<file path="src/rtl/muldiv_wb_unit.sv">
// Iterative radix-2 multiply / restoring divide unit for the M-extension path.
// Takes register-file read data as operands and writes one result back through the write port.
module muldiv_wb_unit #(
  parameter int WIDTH = 32,
  parameter int AW    = 5
) (
  input  logic             clk,
  input  logic             reset,
  input  logic             start,
  input  logic [1:0]       op,
  input  logic [WIDTH-1:0] rs1_data,
  input  logic [WIDTH-1:0] rs2_data,
  input  logic [AW-1:0]    rd_addr,
  output logic             busy,
  output logic             done,
  output logic             wb_we,
  output logic [AW-1:0]    wb_addr,
  output logic [WIDTH-1:0] wb_data
);

  localparam int CW = (WIDTH > 1) ? $clog2(WIDTH) : 1;
  localparam logic [CW-1:0] CNT_LOAD = CW'(WIDTH - 1);

  localparam logic [1:0] OP_MUL   = 2'b00;
  localparam logic [1:0] OP_MULHU = 2'b01;
  localparam logic [1:0] OP_DIVU  = 2'b10;

  typedef enum logic [1:0] {
    S_IDLE = 2'b00,
    S_CALC = 2'b01,
    S_WB   = 2'b10
  } state_t;

  state_t             state_q;
  logic [1:0]         op_q;
  logic [AW-1:0]      rd_q;
  logic [WIDTH-1:0]   opb_q;
  logic [2*WIDTH-1:0] acc_q;
  logic [WIDTH-1:0]   rem_q;
  logic [WIDTH-1:0]   quo_q;
  logic [CW-1:0]      cnt_q;
  logic               busy_q;
  logic               done_q;
  logic               we_q;
  logic [AW-1:0]      waddr_q;
  logic [WIDTH-1:0]   wdata_q;

  logic [WIDTH:0]     add_sum;
  logic [2*WIDTH-1:0] acc_d;
  logic [WIDTH:0]     rem_sh;
  logic [WIDTH:0]     trial;
  logic [WIDTH-1:0]   rem_d;
  logic [WIDTH-1:0]   quo_d;
  logic [WIDTH-1:0]   result_d;

  // One iteration of each algorithm; the FSM commits only the one selected by op_q.
  always_comb begin
    add_sum = {1'b0, acc_q[2*WIDTH-1:WIDTH]} + (acc_q[0] ? {1'b0, opb_q} : '0);
    acc_d   = {add_sum, acc_q[WIDTH-1:1]};

    rem_sh  = {rem_q, quo_q[WIDTH-1]};
    trial   = rem_sh - {1'b0, opb_q};
    if (!trial[WIDTH]) begin
      rem_d = trial[WIDTH-1:0];
      quo_d = {quo_q[WIDTH-2:0], 1'b1};
    end else begin
      rem_d = rem_sh[WIDTH-1:0];
      quo_d = {quo_q[WIDTH-2:0], 1'b0};
    end

    case (op_q)
      OP_MUL:   result_d = acc_d[WIDTH-1:0];
      OP_MULHU: result_d = acc_d[2*WIDTH-1:WIDTH];
      OP_DIVU:  result_d = quo_d;
      default:  result_d = rem_d;
    endcase
  end

  always_ff @(posedge clk or posedge reset) begin
    if (reset) begin
      state_q <= S_IDLE;
      op_q    <= '0;
      rd_q    <= '0;
      opb_q   <= '0;
      acc_q   <= '0;
      rem_q   <= '0;
      quo_q   <= '0;
      cnt_q   <= '0;
      busy_q  <= 1'b0;
      done_q  <= 1'b0;
      we_q    <= 1'b0;
      waddr_q <= '0;
      wdata_q <= '0;
    end else begin
      done_q <= 1'b0;
      we_q   <= 1'b0;
      case (state_q)
        S_IDLE: begin
          if (start) begin
            op_q   <= op;
            rd_q   <= rd_addr;
            opb_q  <= rs2_data;
            acc_q  <= {{WIDTH{1'b0}}, rs1_data};
            rem_q  <= '0;
            quo_q  <= rs1_data;
            cnt_q  <= CNT_LOAD;
            busy_q <= 1'b1;
            // Divide by zero has a fixed answer, so skip the iterations entirely.
            if (op[1] && (rs2_data == '0)) begin
              state_q <= S_WB;
              done_q  <= 1'b1;
              we_q    <= (rd_addr != '0);
              waddr_q <= rd_addr;
              wdata_q <= op[0] ? rs1_data : {WIDTH{1'b1}};
            end else begin
              state_q <= S_CALC;
            end
          end
        end
        S_CALC: begin
          if (op_q[1]) begin
            rem_q <= rem_d;
            quo_q <= quo_d;
          end else begin
            acc_q <= acc_d;
          end
          if (cnt_q == '0) begin
            state_q <= S_WB;
            done_q  <= 1'b1;
            we_q    <= (rd_q != '0);
            waddr_q <= rd_q;
            wdata_q <= result_d;
          end else begin
            cnt_q <= cnt_q - 1'b1;
          end
        end
        S_WB: begin
          state_q <= S_IDLE;
          busy_q  <= 1'b0;
        end
        default: begin
          state_q <= S_IDLE;
          busy_q  <= 1'b0;
        end
      endcase
    end
  end

  assign busy    = busy_q;
  assign done    = done_q;
  assign wb_we   = we_q;
  assign wb_addr = waddr_q;
  assign wb_data = wdata_q;

endmodule

</file>
<file path="config.mk">
export PLATFORM = sky130hd
export DESIGN_NAME = muldiv_wb_unit
export DESIGN_NICKNAME = d
export VERILOG_FILES = /design/src/rtl/muldiv_wb_unit.sv
export SDC_FILE = /design/constraint.sdc
export NUM_CORES = 1
export LEC_CHECK = 0
export CAP_MARGIN = 20
export CORE_MARGIN = 3
export CORE_UTILIZATION = 59
export CTS_CLUSTER_DIAMETER = 50
export DETAILED_ROUTE_END_ITERATION = 10
export GPL_ROUTABILITY_DRIVEN = 0
export PLACE_DENSITY_LB_ADDON = 0.08
export SLEW_MARGIN = 10
export SYNTH_ARGS = -nofsm -noshare
export SYNTH_HDL_FRONTEND = slang
export SYNTH_SLANG_ARGS = --single-unit
</file>
<file path="constraint.sdc">
create_clock -name clk -period 8 [get_ports clk]
set_input_delay 1.2 -clock clk [delete_from_list [all_inputs] [get_ports clk]]
set_output_delay 1.2 -clock clk [all_outputs]
set_load 0.01 [all_outputs]
</file>
==> results.ini, run 1 <==
[outcome]
status = finished clean

[synthesis]
synth_top_area_frac = 0.399
synthTopCellsByArea = sky130_fd_sc_hd__dfrtp_1 40%, sky130_fd_sc_hd__ha_1 6.1%, sky130_fd_sc_hd__o21ai_0 5.4%
post_synth.cell_area_avg_um2 = 9.18
synth_cell_types = 73
synth.top_cells.by_count = 214 x sky130_fd_sc_hd__dfrtp_1, 171 x sky130_fd_sc_hd__nand2_1, 145 x sky130_fd_sc_hd__o21ai_0, 86 x sky130_fd_sc_hd__a21oi_1, 84 x sky130_fd_sc_hd__clkbuf_1
ys_seq_area_frac = 0.399
syn_nets = 1605
synthesized_area_fraction_occupied_by_ao_oa_aoi_and_oai_cells = 0.253
postSynth.topFlopCell = sky130_fd_sc_hd__dfrtp_1
synthesis_stage_register_bit_count = 214
post-synth-top-count-cell = sky130_fd_sc_hd__dfrtp_1
synthDominantAreaCellType = sky130_fd_sc_hd__dfrtp_1
synth_xor_xnor_area_share = 0.0359
postSynthCellCount = 1463
post_synth_fa_ha_maj_area_fraction = 0.0645
post_synth_edffs = 0
muxShareOfSynthArea = 0.0527
postSynth.asyncResetShare = 1.00
synth-warning-count = 0
dominant_combinational_cell_family_by_area_after_synthesis = compound AO/OA/AOI/OAI gates
synth_area_um2 = 13400
post_synth_and_or_nand_nor_area_fraction = 0.151

[setup_path]
crit_end_element = flop
critPathArrivalTime_ns = 5.05
timing.critical_path.from = acc_q[0]
cp_max_fo = 33
path_common_cell = sky130_fd_sc_hd__a211oi_1
r2r_start = acc_q[0]
worst_setup_sp_type = flop
crit_chain = and2_1 -> ha_1 -> fa_1 -> a211oi_1 -> o21bai_1 -> a211oi_1 -> o21ai_1 -> a211oi_1 -> nor2_1 -> a211oi_1 -> xnor2_1 -> a31oi_1 -> or3b_1
crit_type = flop to flop
required_ns = 8.45
worst_path_top_cell_family_by_delay = compound AO/OA/AOI/OAI gates
cp_num_buf_inv = 0
max_stage_delay_ns = 0.72
cp_slowest_cell = sky130_fd_sc_hd__dfrtp_1
timing.reg2reg.setup_slack_ns = 3.40

[die]
fp.dieArea_um2 = 24600
top_level_ports = 114
rows = 54
initial_cell_density_of_the_core = 0.608
std_cell_core_area_um2 = 22100
floorplan.die.height_um = 157
die_w_um = 157

[power]
power_leakage_nw = 7.27
vdd.ir_drop.worst_mv = 0.342
power_density_nw_per_um2 = 488

[worst_hold_path]
hold_path.startpoint = acc_q[58]
hold_class = flop to flop

[sta]
final_min_period_over_clock_period = 0.575
maxSlewViolCount = 0
max_freq_mhz = 217
worst_pin_slew_ns = 1.08
max-slew-margin-rel = 0.277
setup_viol = 0
hold_viol = 0
fin_worst_skew_ns = 0.0238
setup_slack_ns = 3.40
fin_crit_ns = 4.60
rsz_0062_raised_after_global_routing = false
timing.setup.tns_ns = 0

[global_route]
first_global_vias = 11700
grt_first_pass_wirelength_um = 63400
groute.usage.overall = 0.325
grt_antenna_before_repair = 1
maximum_number_of_pins_on_one_net_before_global_route_repair = 135
grt_overflow_total = 0

[clock_network]
tritoncts = done
post_cts_buffers = 0
cts.clk_slew.worst_paths_ns = 0.06
cts_inserted_buffers = 31
insertion_delay_ns = 0.57
cts_repair_resize_count = 0
cts-root-buf = sky130_fd_sc_hd__clkbuf_16
cts_buffer_depth = 3
cts-hold-fix-buffers = 0
htree_num_levels = 1
clkSinkCount = 214

[routing]
remaining_drc_errors = 0
routed_wirelength_um = 40700
via_count = 12200
ant_nets = 0
drt_first_pass_iters = 5
drt-initial-drc-count = 1327
drt-wirelength-per-cell_um = 22.2
vias_per_cell = 6.67

[placement]
detail_placement_hpwl_um = 27600
place_worst_setup_slack_ns = 3.14
port_buffers = 113

[final_layout]
antennaDiodeCount = 0
drive_above_1_share = 0.0669
layout.nets = 1671
sequential_cell_area_um2 = 5360
area_growth_syn_to_layout_pct = 17.3
fill_cells = 1687
multi_input_area_um2 = 7510

[job]
maxCapViolations = 0

-- per-stage QoR --
| step | std cells | hold slack, ns | cell area, µm² | total power [mW] | util |
|---|---|---|---|---|---|
| 2_1_floorplan | 1463 | 0.456 | 13400 | 4.96 | - |
| 3_3_place_gp | 1775 | 0.471 | 14700 | 6.09 | 0.665 |
| 3_5_place_dp | 1775 | 0.483 | 14700 | 6.18 | 0.665 |
| 4_1_cts | 1833 | 0.497 | 15700 | 7.59 | 0.712 |
| 5_1_grt | 1834 | 0.509 | 15800 | 8.18 | 0.713 |
| 6_report | 1834 | 0.495 | 15800 | 7.69 | 0.713 |
-- routing by layer --
| metal | wire length (µm) | track usage | share of wire | up-vias |
|---|---|---|---|---|
| met5 | 14 | 0 | 0.00034 | - |
| met4 | 1070 | 0.0913 | 0.026 | 2 |
| met3 | 4970 | 0.0813 | 0.12 | 88 |
| met2 | 17600 | 0.484 | 0.43 | 700 |
| met1 | 17000 | 0.475 | 0.42 | 5896 |
| li1 | - | - | - | 5550 |
-- path summary, 6_finish.rpt --
path | endpoint | depth (start not counted)
hold / removal | acc_q[58] | 2
setup reg to reg | wb_data[29] | 13
min in group asynchronous | wb_data[7] | 2
setup / recovery | wb_data[29] | 13
max in group asynchronous | opb_q[27] | 4
hold reg to reg | acc_q[58] | 2
-- layout by cell type, fill, tap and decap left out, drive strengths merged, types with 12 or more instances in the layout --
cell type,instances
dfrtp,214
nand2,171
o21ai,148
clkdlybuf4s50,113
a21oi,86
nor2,68
a221o,66
ha,66
inv,60
and3,46
mux2i,40
and2,39
clkbuf,38
a21o,36
xnor2,36
a22o,34
o221ai,20
xor2,19
nand3,18
nor3,17
a31oi,17
buf,17
mux2,13
o21a,12
-- tightest hold or removal path, cell delays in order (launching register included) --
cell	delay [ns]
sky130_fd_sc_hd__dfrtp_1	0.34
sky130_fd_sc_hd__nand2_1	0.05
sky130_fd_sc_hd__o21ai_0	0.07
-- cell type report --
class                      count  area share
inverter                      55      0.0136
clock inverter                20      0.0146
multi-input combinational   1097       0.477
tap                          280      0.0222
clock buffer                  38      0.0522
timing repair buffer         130      0.0807
sequential                   214       0.340
-- state kept, by name, indices dropped and copies added, names as in the netlist --
register  flops
acc_q        64
opb_q        32
quo_q        32
rem_q        32
wb_data      32
cnt_q         5
rd_q          5
wb_addr       5
op_q          2
state_q       2
busy          1
done          1
wb_we         1
-- where the power goes --
part / internal [mW] / switching [mW]
sequential: 1.53 / 0.395
clock: 0.840 / 0.548
combinational: 1.78 / 2.60
-- kinds of logic after synthesis --
logic type	count (synthesis)
adders and majority gates	68
and+or+nand+nor	420
DFF	214
AOI/OAI and AO/OA	494
buffers and inverters	152
muxes	60
xor gates and xnor gates	55
Note: power is estimated with default switching activity, not from simulation.
==> run 2, diff against run 1 <==
==> constraint.sdc (replaced) <==
create_clock -name clk -period 4.7 [get_ports clk]
set_input_delay 0.705 -clock clk [delete_from_list [all_inputs] [get_ports clk]]
set_output_delay 0.705 -clock clk [all_outputs]
set_load 0.01 [all_outputs]
==> results.ini, run 2 (synthesized netlist as in run 1, its figures left out) <==
[sta]
hold_viol = 0  ; unchanged
rsz_0062_raised_after_global_routing = false
final_min_period_over_clock_period = 0.891  ; +0.316
max_freq_mhz = 239  ; +9.9%
timing.setup.tns_ns = 0  ; unchanged
max-slew-margin-rel = 0.292  ; +0.0152
fin_crit_ns = 4.19  ; -0.413 ns
worst_pin_slew_ns = 1.06  ; -0.0228 ns
fin_worst_skew_ns = 0.0176  ; -0.00620 ns
maxSlewViolCount = 0  ; unchanged
setup_viol = 0  ; unchanged

[clock_network]
cts.clk_slew.worst_paths_ns = 0.06  ; about the same
clkSinkCount = 214  ; unchanged
cts-hold-fix-buffers = 0  ; unchanged
tritoncts = done
cts-root-buf = sky130_fd_sc_hd__clkbuf_16
cts_repair_resize_count = 0  ; unchanged
post_cts_buffers = 0  ; unchanged
cts_buffer_depth = 3  ; unchanged
insertion_delay_ns = 0.56  ; about the same
htree_num_levels = 1  ; unchanged
cts_inserted_buffers = 30  ; -3.2%

[global_route]
grt_first_pass_wirelength_um = 66300  ; +4.6%
maximum_number_of_pins_on_one_net_before_global_route_repair = 86  ; -36%
grt_antenna_before_repair = 0  ; -1
grt_overflow_total = 0  ; unchanged
first_global_vias = 12000  ; +2.1%
groute.usage.overall = 0.339  ; +0.0138

[setup_path]
crit_type = flop to flop
timing.reg2reg.worst_path_depth = 13  ; unchanged
crit_end_element = flop
critPathArrivalTime_ns = 4.63  ; -0.42 ns
cp_max_fo = 30  ; -9.1%
cp_slowest_cell = sky130_fd_sc_hd__or4_4
r2r_start = quo_q[31]
worst_setup_sp_type = flop
max_stage_delay_ns = 0.71  ; about the same
path_common_cell = sky130_fd_sc_hd__inv_1
rr_endpoint = wb_data[20]
timing.reg2reg.setup_slack_ns = 0.51  ; -2.89 ns
required_ns = 5.14  ; -3.31 ns
crit_chain = inv_1 -> ha_1 -> inv_1 -> fa_1 -> a211o_1 -> a211oi_2 -> nor4_1 -> o21ai_1 -> a21oi_1 -> or4_4 -> mux2_4 -> mux4_2 -> a221o_1

[power]
power_leakage_nw = 7.33  ; +0.81%
vdd.ir_drop.worst_mv = 0.490  ; +43%
totalPowerFinal_mw = 13.2  ; +71%
power_density_nw_per_um2 = 832  ; +70%

[final_layout]
drive_above_1_share = 0.0748  ; +0.00784
max_flop_register = acc_q
antennaDiodeCount = 0  ; unchanged
layout.nets = 1683  ; +0.72%
area_growth_syn_to_layout_pct = 18.1
largest_register_ffs = 64  ; unchanged
layout_common_cells = 213 x sky130_fd_sc_hd__dfrtp_1, 171 x sky130_fd_sc_hd__nand2_1, 145 x sky130_fd_sc_hd__o21ai_0
layout.cells.most_common = sky130_fd_sc_hd__dfrtp_1

[die]
std_cell_core_area_um2 = 22100  ; unchanged
top_level_ports = 114  ; unchanged
initial_cell_density_of_the_core = 0.608  ; unchanged
fp.dieArea_um2 = 24600  ; unchanged
rows = 54  ; unchanged
floorplan.die.height_um = 157  ; unchanged
die_w_um = 157  ; unchanged

[placement]
detail_placement_hpwl_um = 29600  ; +7.3%
port_buffers = 113  ; unchanged

[routing]
ant_nets = 0  ; unchanged
via_count = 12300  ; +0.74%
vias_per_cell = 6.68  ; +0.14%
drt-initial-drc-count = 1360  ; +2.5%
drt_first_pass_iters = 5  ; unchanged
remaining_drc_errors = 0  ; unchanged
routed_wirelength_um = 41900  ; +3.0%
drt-wirelength-per-cell_um = 22.7  ; +2.4%

[worst_hold_path]
timing.hold.worst_endpoint = wb_data[1]
hold_path.startpoint = wb_data[1]
hold_class = flop to flop
hold-path-cell-count = 2  ; unchanged

[outcome]
status = finished clean

[job]
maxCapViolations = 0  ; unchanged

-- run 2: cell type report --
class | instances | area, µm²
multi-input cells | 1097 | 7510
fillers | 1714 | 6240
flip-flops and latches | 214 | 5360
repair buffers | 143 | 1380
clock buffers | 36 | 803
well taps | 280 | 350
clock inverters | 20 | 243
inverters | 55 | 210
-- run 2: critical path: cells and delay by family, from the launching register on --
kind	cells	cell delay, ns
AND/OR/NAND/NOR	2	0.83
adder cells (fa/ha/maj)	2	0.60
AO/OA/AOI/OAI	5	1.25
buffers and inverters	2	0.14
flip-flops	1	0.39
multiplexers	2	0.84
-- run 2: worst max-delay path by stage --
stage	from	endpoint	slack [ns]	cells past startpoint
floorplan	quo_q[31]	wb_data[20]	1.02	14
detailed placement	quo_q[31]	wb_data[20]	0.58	13
finish	quo_q[31]	wb_data[20]	0.51	13
CTS	quo_q[31]	wb_data[20]	0.57	13
global placement	quo_q[31]	wb_data[20]	0.66	13
global route	quo_q[31]	wb_data[24]	0.36	15
-- run 2: power breakdown --
group	switching, mW	internal, mW	leakage (nW)	total [mW]
clock	0.906	1.45	0.500	2.35
sequential	0.689	2.61	2.63	3.30
combinational	4.46	3.08	4.20	7.53
total	6.05	7.13	7.33	13.2
-- run 2: metrics by stage --
step                instances  cell area, µm²  hold WS (ns)  utilization  setup slack, ns
floorplan                1463           13400         0.456            -             1.02
global placement         1789           14800         0.470        0.670            0.659
detailed placement       1789           14800         0.479        0.670            0.575
CTS                      1845           15900         0.499        0.718            0.567
global route             1845           15900         0.517        0.718            0.360
finish                   1845           15900         0.492        0.718            0.513
-- run 2: per-layer routing --
metal	track usage	vias to the layer above	wire, µm
met4	0.0642	0	753
li1	-	5563	-
met3	0.0761	65	5270
met2	0.514	750	18200
met1	0.505	5949	17700
met5	0	-	0
==> run 3, diff against run 2 <==
--- a/config.mk
+++ b/config.mk
@@ -8,7 +8,6 @@
 export CAP_MARGIN = 20
 export CORE_MARGIN = 3
 export CORE_UTILIZATION = 59
-export CTS_CLUSTER_DIAMETER = 50
 export DETAILED_ROUTE_END_ITERATION = 10
 export GPL_ROUTABILITY_DRIVEN = 0
 export PLACE_DENSITY_LB_ADDON = 0.08
==> results.ini, run 3 (synthesized netlist as in run 1, its figures left out) <==
[final_layout]
layout_common_cells = 213 x sky130_fd_sc_hd__dfrtp_1, 171 x sky130_fd_sc_hd__nand2_1, 145 x sky130_fd_sc_hd__o21ai_0
layout.nets = 1678  ; -0.30%
area_growth_syn_to_layout_pct = 17.0
layout.cells.most_common = sky130_fd_sc_hd__dfrtp_1
layout.cells.non_filler = 1835  ; -0.54%
postLayoutCoreUtil = 0.711  ; -0.00623
max_flop_register = acc_q
postLayoutCellArea_um2 = 15700  ; -0.87%
largest_register_ffs = 64  ; unchanged
drive_above_1_share = 0.0682  ; -0.00659
fill_cells = 1734  ; +1.2%
antennaDiodeCount = 0  ; unchanged

[global_route]
grt.met1_usage = 0.502  ; -0.00332
first_global_vias = 11900  ; -0.69%
maximum_number_of_pins_on_one_net_before_global_route_repair = 86  ; unchanged
gr-usage-met2 = 0.507  ; -0.00695
globalRoute.busiestLayer = met2
groute.usage.overall = 0.336  ; -0.00359
grt_first_pass_wirelength_um = 65800  ; -0.80%
grt_overflow_total = 0  ; unchanged
grt_antenna_before_repair = 0  ; unchanged
globalRouteMet3Util = 0.0752  ; -0.000830

[sta]
worst_pin_slew_ns = 1.00  ; -0.0562 ns
hold_viol = 0  ; unchanged
max-slew-margin-rel = 0.330  ; +0.0375
fin_worst_skew_ns = 0.0204  ; +0.00279 ns
max_freq_mhz = 239  ; -0.12%
timing.setup.tns_ns = 0  ; unchanged
fin_hold_ws_ns = 0.489  ; -0.00311 ns
final_min_period_over_clock_period = 0.892  ; +0.00111
setup_viol = 0  ; unchanged
maxSlewViolCount = 0  ; unchanged
fin_crit_ns = 4.19  ; +0.00521 ns
rsz_0062_raised_after_global_routing = false
setup_slack_ns = 0.507  ; -0.00521 ns

[routing]
drt-wirelength-per-cell_um = 22.6  ; -0.66%
ant_nets = 0  ; unchanged
routed_wirelength_um = 41400  ; -1.2%
remaining_drc_errors = 0  ; unchanged
drt-initial-drc-count = 1293  ; -4.9%
via_count = 12300  ; -0.37%
drt_first_pass_iters = 6  ; +1
vias_per_cell = 6.69  ; +0.17%

[clock_network]
post_cts_buffers = 0  ; unchanged
cts.clk_slew.worst_paths_ns = 0.06  ; about the same
cts_inserted_buffers = 25  ; -17%
cts-root-buf = sky130_fd_sc_hd__clkbuf_16
htree_num_levels = 1  ; unchanged
cts_repair_resize_count = 0  ; unchanged
cts_buffer_depth = 3  ; unchanged
cts-hold-fix-buffers = 0  ; unchanged
clkSinkCount = 214  ; unchanged
insertion_delay_ns = 0.54  ; -0.02 ns
tritoncts = done

[die]
floorplan.die.height_um = 157  ; unchanged
std_cell_core_area_um2 = 22100  ; unchanged
top_level_ports = 114  ; unchanged
fp.dieArea_um2 = 24600  ; unchanged
rows = 54  ; unchanged
initial_cell_density_of_the_core = 0.608  ; unchanged
die_w_um = 157  ; unchanged

[power]
power_density_nw_per_um2 = 823  ; -0.98%
totalPowerFinal_mw = 12.9  ; -1.8%
power_leakage_nw = 7.27  ; -0.74%
vdd.ir_drop.worst_mv = 0.494  ; +0.70%

[placement]
detail_placement_hpwl_um = 29600  ; unchanged
numPlacedInstances = 1789  ; unchanged
postPlaceCellArea_um2 = 14800  ; unchanged
place_worst_setup_slack_ns = 0.575  ; unchanged
port_buffers = 113  ; unchanged

[setup_path]
cp_max_fo = 30  ; unchanged
crit_type = flop to flop
worst_setup_sp_type = flop
required_ns = 5.12  ; -0.02 ns
crit_end_element = flop
critPathArrivalTime_ns = 4.62  ; about the same

[outcome]
status = finished clean

[job]
maxCapViolations = 0  ; unchanged

[worst_hold_path]
hold_class = flop to flop

-- run 3: changes by cell type in the layout (fill, tap and decap cells not counted), sizes merged --
cell,before,now
clkinv,10,5
clkinvlp,6,2
inv,55,54
-- run 3: where the power goes --
part	internal, mW	leakage (nW)	total, mW	switching (mW)
Combinational	3.07	4.20	7.52	4.44
Sequential	2.61	2.63	3.29	0.681
Clock	1.31	0.445	2.13	0.818
-- run 3: per-layer routing --
metal	vias up	wire length, µm
met5	-	0
met4	0	710
met3	62	4940
met2	699	17900
met1	5969	17900
li1	5551	-
-- run 3: critical path, cell delays in order (launching register included) --
cell	delay, ns
sky130_fd_sc_hd__dfrtp_1	0.39
sky130_fd_sc_hd__inv_1	0.08
sky130_fd_sc_hd__ha_1	0.18
sky130_fd_sc_hd__inv_1	0.06
sky130_fd_sc_hd__fa_1	0.42
sky130_fd_sc_hd__a211o_1	0.31
sky130_fd_sc_hd__a211oi_2	0.26
sky130_fd_sc_hd__nor4_1	0.12
sky130_fd_sc_hd__o21ai_1	0.29
sky130_fd_sc_hd__a21oi_1	0.11
sky130_fd_sc_hd__or4_4	0.72
sky130_fd_sc_hd__mux2_4	0.39
sky130_fd_sc_hd__mux4_2	0.46
sky130_fd_sc_hd__a221o_1	0.30
-- run 3: cell type report --
cell class | instances | area [µm²] | area share
clock buffer | 36 | 737 | 0.0469
clock inverter | 10 | 171 | 0.0109
inverter | 55 | 210 | 0.0134
multi-input combinational | 1097 | 7510 | 0.478
sequential | 214 | 5360 | 0.341
tap | 280 | 350 | 0.0223
timing repair buffer | 143 | 1380 | 0.0879
-- run 3: final timing paths --
kind                             from     endpoint  slack [ns]  cells past startpoint
hold reg to reg            wb_data[1]   wb_data[1]        0.49                      2
setup / recovery            quo_q[31]  wb_data[20]        0.51                     13
max in group asynchronous       reset     rem_q[9]        3.04                      3
min in group asynchronous       reset   wb_data[8]        0.67                      2
setup reg to reg            quo_q[31]  wb_data[20]        0.51                     13
hold / removal             wb_data[1]   wb_data[1]        0.49                      2
